## src/rtl/reg_dump_unit.sv

```systemverilog
// Debug dump engine: walks every register of the register file through its read port
// and streams each value, plus an optional XOR checksum beat, over a valid/ready link.
module reg_dump_unit #(
  parameter int NUM_REGS    = 16,
  parameter int ADDR_W      = 4,
  parameter int DATA_W      = 8,
  parameter bit APPEND_CSUM = 1'b1
) (
  input  logic              CLK,
  input  logic              RESET,
  input  logic              start,
  input  logic              abort,
  output logic              rf_sel,
  output logic [ADDR_W-1:0] rf_addr,
  input  logic [DATA_W-1:0] rf_data,
  output logic [DATA_W-1:0] out_data,
  output logic [ADDR_W-1:0] out_addr,
  output logic              out_last,
  output logic              out_valid,
  input  logic              out_ready,
  output logic              busy,
  output logic              done
);

  typedef enum logic [2:0] {IDLE, READ, SEND, CSUM, DONE} state_t;

  localparam logic [ADDR_W-1:0] LAST_IDX = ADDR_W'(NUM_REGS - 1);

  state_t            r_state;
  logic [ADDR_W-1:0] r_idx;
  logic [DATA_W-1:0] r_csum;
  logic [DATA_W-1:0] r_outData;
  logic [ADDR_W-1:0] r_outAddr;
  logic              r_outLast;
  logic              r_outValid;
  logic              r_rfSel;
  logic              r_busy;
  logic              r_done;

  logic w_active;
  logic w_flush;
  logic w_handshake;
  logic w_lastIdx;

  assign w_active    = (r_state == READ) || (r_state == SEND) || (r_state == CSUM);
  assign w_flush     = RESET || (abort && w_active);
  assign w_handshake = r_outValid && out_ready;
  assign w_lastIdx   = (r_idx == LAST_IDX);

  // Abort shares the reset path: a beat handshaken in the abort cycle is discarded.
  always_ff @(posedge CLK) begin
    if (w_flush) begin
      r_state    <= IDLE;
      r_idx      <= '0;
      r_csum     <= '0;
      r_outData  <= '0;
      r_outAddr  <= '0;
      r_outLast  <= 1'b0;
      r_outValid <= 1'b0;
      r_rfSel    <= 1'b0;
      r_busy     <= 1'b0;
      r_done     <= 1'b0;
    end else begin
      case (r_state)
        IDLE: begin
          if (start) begin
            r_state <= READ;
            r_idx   <= '0;
            r_csum  <= '0;
            r_rfSel <= 1'b1;
            r_busy  <= 1'b1;
          end
        end
        READ: begin
          r_outData  <= rf_data;
          r_outAddr  <= r_idx;
          r_csum     <= r_csum ^ rf_data;
          r_outLast  <= w_lastIdx && !APPEND_CSUM;
          r_outValid <= 1'b1;
          r_state    <= SEND;
        end
        SEND: begin
          if (w_handshake) begin
            if (!w_lastIdx) begin
              r_idx      <= r_idx + 1'b1;
              r_outValid <= 1'b0;
              r_state    <= READ;
            end else if (APPEND_CSUM) begin
              r_outData  <= r_csum;
              r_outAddr  <= '0;
              r_outLast  <= 1'b1;
              r_outValid <= 1'b1;
              r_state    <= CSUM;
            end else begin
              r_outData  <= '0;
              r_outAddr  <= '0;
              r_outLast  <= 1'b0;
              r_outValid <= 1'b0;
              r_rfSel    <= 1'b0;
              r_done     <= 1'b1;
              r_state    <= DONE;
            end
          end
        end
        CSUM: begin
          if (w_handshake) begin
            r_outData  <= '0;
            r_outAddr  <= '0;
            r_outLast  <= 1'b0;
            r_outValid <= 1'b0;
            r_rfSel    <= 1'b0;
            r_done     <= 1'b1;
            r_state    <= DONE;
          end
        end
        DONE: begin
          r_done  <= 1'b0;
          r_busy  <= 1'b0;
          r_idx   <= '0;
          r_csum  <= '0;
          r_state <= IDLE;
        end
        default: begin
          r_state <= IDLE;
        end
      endcase
    end
  end

  assign rf_sel    = r_rfSel;
  assign rf_addr   = r_idx;
  assign out_data  = r_outData;
  assign out_addr  = r_outAddr;
  assign out_last  = r_outLast;
  assign out_valid = r_outValid;
  assign busy      = r_busy;
  assign done      = r_done;

endmodule

```

## config.mk

```make
export PLATFORM = sky130hd
export DESIGN_NAME = reg_dump_unit
export DESIGN_NICKNAME = d
export VERILOG_FILES = /design/src/rtl/reg_dump_unit.sv
export SDC_FILE = /design/constraint.sdc
export NUM_CORES = 1
export LEC_CHECK = 0
export ABC_AREA = 1
export BUFFER_PORTS_ARGS = -buffer_cell sky130_fd_sc_hd__buf_2
export CAP_MARGIN = 0
export CORE_UTILIZATION = 50
export DETAILED_ROUTE_END_ITERATION = 7
export PLACE_DENSITY_LB_ADDON = 0.15
export SYNTH_ARGS = -nofsm -noshare
export SYNTH_HDL_FRONTEND = slang
export SYNTH_SLANG_ARGS = --single-unit
export TNS_END_PERCENT = 30
```

## constraint.sdc

```tcl
create_clock -name CLK -period 2.2 [get_ports CLK]
set_input_delay 0.44 -clock CLK [delete_from_list [all_inputs] [get_ports CLK]]
set_output_delay 0.44 -clock CLK [all_outputs]
set_load 0.01 [all_outputs]
```

# Word-level counts from Yosys, hierarchy flattened

Index checks and enable logic that the tools add are counted.

Equality and inequality tests: 10
Add/sub/neg operators: 1
Reduce and logical (&&, ||, !) cells: 20
Muxes and demuxes: 31
Bitwise gates (word level): 1

Operators by type and width:

| cell                                           | count |
|---|---|
| case mux 8 bit (3 select lines)                | 2 |
| 2-to-1 mux 8 bit                               | 4 |
| 2-to-1 mux 4 bit                               | 6 |
| case mux 4 bit (3 select lines)                | 2 |
| case mux 3 bit (4 select lines)                | 1 |
| != test 2 bit (second input constant)          | 5 |
| 2-to-1 mux 3 bit                               | 3 |
| AND reduction 3 bit                            | 3 |
| nonzero test 3 bit                             | 3 |
| AND reduction 4 bit                            | 2 |
| XOR 8 bit                                      | 1 |
| 2-to-1 mux 1 bit                               | 7 |
| == test 3 x 2 -> 1 bit (second input constant) | 2 |
| case mux 1 bit (2 select lines)                | 3 |
| case mux 1 bit (3 select lines)                | 2 |
| AND reduction 2 bit                            | 3 |
| nonzero test 2 bit                             | 3 |
| adder 4 x 1 -> 4 bit (second input constant)   | 1 |
| == test 4 bit (second input constant)          | 1 |
| == test 3 x 1 -> 1 bit (second input constant) | 1 |
| == test 3 bit (second input constant)          | 1 |
| zero test 3 bit                                | 1 |
| logical OR 1 bit                               | 3 |
| logical AND 1 bit                              | 2 |
| 2-to-1 mux 2 bit                               | 1 |

Bits in registers: 32
Output and inout bits: 21

# Longest topological paths before layout

Depth after elaboration: 5
Depth in mapped cells: 9

# Least setup slack after synthesis

OpenSTA, ideal clock, no wires.

Path kind: reg-to-reg
From: reg r_idx[0], in the netlist rf_addr[0]
To: reg r_outAddr[3], in the netlist out_addr[3]
Setup time: 0.117 ns
Stages on the path, launching flop included: 8
Data arrival time: 1.210 ns
Slack: 0.873 ns
Clock period less this slack: 1.327 ns
Cell sequence: dfxtp_1 > ha_1 > nand3_1 > nand2_2 > nand2_2 > buf_6 > a22oi_2 > nor2_1

Word-level cells in the longest chain between the ends: 3

Ends and longest elaborated chain:

| what                          | line | RTL |
|---|---|---|
| from (decl)                   | 30   | `logic [ADDR_W-1:0] r_idx;` |
| from (signal assigned)        | 85   | `r_idx <= r_idx + 1'b1;` |
| == test 4 bit                 | 48   | `assign w_lastIdx = (r_idx == LAST_IDX);` |
| != test 2 bit (no line)       | --   |  |
| AND reduction 4 bit (no line) | --   |  |
| to (signal assigned)          | 76   | `r_outAddr <= r_idx;` |
| to (decl)                     | 33   | `logic [ADDR_W-1:0] r_outAddr;` |

No other way between the ends.
A chain may end at the register's enable or synchronous reset.

# Final worst setup path

From: reg r_state[1]
To: reg r_outData[2], in the netlist out_data[2]

Word-level cells in the longest chain between the ends: 5
Elaborated cells between the ends (all ways): 13
Those cells by class: eq/ne: 6; mux: 1; reduce/logical: 6

Ends and longest elaborated chain:

| what                                                                        | line | RTL |
|---|---|---|
| from (decl)                                                                 | 29   | `state_t r_state;` |
| from (signal assigned)                                                      | 53   | `r_state <= IDLE;` |
| from (signal assigned)                                                      | 67   | `r_state <= READ;` |
| from (signal assigned)                                                      | 80   | `r_state <= SEND;` |
| parallel branches: the longest is 5 deep, another holds AND reduction 4 bit | --   |  |
| to (signal assigned)                                                        | 75   | `r_outData <= rf_data;` |
| to (signal assigned)                                                        | 89   | `r_outData <= r_csum;` |
| to (decl)                                                                   | 32   | `logic [DATA_W-1:0] r_outData;` |

Parallel ways; which one is timed is not known.

==> metrics.md <==
| Metric | Value |
|---|---|
| Worst-margin pin slew | `0.377 ns` |
| #FFs+latches synth | `32` |
| Most area-consuming cells after synthesis | `dfxtp_1, nand2_1, a21oi_1` |
| Global-route usage over all layers | `22.1%` |
| Synth unique cells | `26` |
| Resized cells post-CTS | `0` |
| Fin Setup TNS | `0 ns` |
| Fin Hold WS | `0.401 ns` |
| Tcrit/Tclk final | `71.6%` |
| CTS clk-pin slew, worst paths | `0.10 ns` |
| Mapped Nets | `223` |
| NetSw | `0.962 mW` |
| GP Congestion | `0.842` |
| Min Clock Period, post-route | `1.57 ns` |
| Number of synthesis warnings | `0` |
| Initial antenna violation count | `0` |
| Largest fanout on the critical path | `14` |
| Drt total wl | `3130 um` |
| Clock power frac | `14.6%` |
| VDD IR max | `0.600 mV` |
| I/O pins | `34` |
| Via count | `1404` |
| Mean number of vias per cell | `5.09` |
| Starting Density | `53.4%` |
| Nets@finish | `259` |
| Clock latency on the worst-skew pair | `0.33 ns` |
| Die height | `56.7 um` |
| Yosys top cell area share | `42.8%` |
| Area grow syn2layout | `15.0%` |
| Layout cell share with drive strength beyond 1 | `23.3%` |
| RSZ-0062 raised after global routing | `false` |
| Setup slack, reg-to-reg | `0.63 ns` |
| TritonCTS clock tree | `yes` |
| CP required | `2.47 ns` |
| Cells after DPL | `269` |
| Most frequent cells in the layout | `nand2_1, buf_2, dfxtp_1, a21oi_1, nor2_1` |
| Pint | `1.16 mW` |
| Fmax achieved | `635 MHz` |
| Layout fillers | `278` |
| Final Hold Vio Count | `0` |
| DPL Wire Length | `2260 um` |
| Final max-slew violation count | `0` |
| CP arrival | `1.84 ns` |
| Root Driver | `clkbuf_4` |
| DR iter-0 viols | `88` |
| Vias in the first global route | `1318` |
| Sw Share | `45.3%` |
| Static leakage | `0.825 nW` |
| Setup Viol. Count Final | `0` |
| DRC | `6` |
| Mapped Cells | `209` |
| Failing checks | `design-rule violations` |
| Yosys top cell by area | `dfxtp_1` |
| First-pass GRT wire length | `5400 um` |
| Syn Area/Cell | `7.17 um^2` |
| DR pass1 iterations | `6` |
| Area of the die | `3220 um^2` |
| Most common cell after layout, fill and taps aside | `nand2_1` |
| CTS buffer count | `5` |
| Combinational share of power | `45.2%` |
| Max Clock Skew | `0.0108 ns` |
| Setup bufs post-CTS | `0` |
| GRT overflow | `0` |
| CORE AREA | `2810 um^2` |
| Cell Pwr Density | `1230 nW/um^2` |
| Antenna Violating Nets Remaining | `0` |
| Clock Path Buffers | `2` |
| CP endpoint kind | `register` |
| Type of origin of the critical path | `register` |
| Die X-Extent | `56.7 um` |
| N_diodes | `0` |
| DR WL/cell | `11.3 um` |
| Pwr Total | `2.13 mW` |
| Sequential area share after synthesis | `42.8%` |
| Largest net degree at the start of global routing | `22` |
| HP Class | `in -> reg` |
| Worst rel slew slack | `74.9%` |
| CTS H-tree lvls | `2` |
| I/O Buffers | `33` |
| Register share of total power | `40.3%` |
| Clk sinks | `32` |
| Status | `finished, violations left` |
| Row count | `19` |
| Synth Cell Area | `1500 um^2` |
| Non-filler cells, final | `276` |
| Hold Buf Count CTS | `0` |
| Max_cap viols | `0` |
| Crit path kind | `reg -> reg` |
## flip-flops by register name (all words and copies together) (netlist names)
name / flops
out_data: 8
r_csum: 8
out_addr: 4
rf_addr: 4
r_state: 3
busy: 1
done: 1
out_last: 1
out_valid: 1
rf_sel: 1
## layer usage
layer	vias to the layer above	wire [um]	global-route usage, %
met1	634	1430	26.2
li1	737	-	-
met5	-	0	0
met4	0	71	12.9
met2	25	1490	36.2
met3	8	132	5.30
## per-stage QoR
step                      worst slack, ns  instance area, um^2  utilization, %
after detailed placement            0.619                 1680            59.7
after CTS                           0.616                 1720            61.4
after global placement              0.657                 1680            59.7
final                               0.626                 1720            61.4
after floorplan                     0.873                 1500               -
after global routing                0.446                 1720            61.4
## power by group through the flow
stage,Combinational [mW],Sequential [mW],Clock [mW]
floorplan,0.711,0.889,0
global placement,0.966,0.867,0
detailed placement,0.967,0.871,0
CTS,0.973,0.857,0.323
global route,1.10,0.877,0.342
finish,0.960,0.856,0.310
## synth_stat cells
cell type,instances
nand2_1,72
dfxtp_1,32
a21oi_1,24
nor2_1,18
inv_1,13
nand3_1,10
xor2_1,7
inv_2,5
a22oi_1,3
buf_2,3
nand2_2,3
nor2_2,2
o21ai_0,2
o21ai_2,2
o22ai_1,2
a21o_1,1
a22oi_2,1
buf_4,1
buf_6,1
clkinv_1,1
ha_1,1
nand2_4,1
nand3_2,1
nor2_8,1
or2_2,1
xnor2_1,1
## layout make-up
class	instances	area [um^2]	area share, %
Multi-Input combinational cell	153	752	43.7
Clock inverter	1	5.00	0.291
Clock buffer	6	41.3	2.40
Sequential cell	32	641	37.2
Inverter	19	71.3	4.14
Tap cell	31	38.8	2.25
Timing Repair Buffer	34	173	10.0
## logic make-up (layout without fill, tap and decap cells)
kind of cell | count (synthesis) | count (layout) | share of synthesized area, %
and+or+nand+nor | 109 | 109 | 31.2
AOI/OAI and AO/OA | 35 | 35 | 13.5
DFF | 32 | 32 | 42.8
buffers and inverters | 24 | 60 | 7.02
xor gates and xnor gates | 8 | 8 | 4.68
adders and majority gates | 1 | 1 | 0.835
## final timing paths
check,endpoint,depth (start not counted),start
setup / recovery,out_data[2],6,r_state[1]
hold reg to reg,rf_sel,2,rf_sel
setup reg to reg,out_data[2],6,r_state[1]
hold / removal,r_csum[7],4,rf_data[7]
## critical path, stage by stage, from the launching register on
cell     delay, ns
dfxtp_1       0.49
nand2_4       0.18
o21ai_2       0.22
nand2_2       0.22
inv_2         0.19
nand2_1       0.08
a21oi_1       0.14
Power figures use the tool's default switching activity.
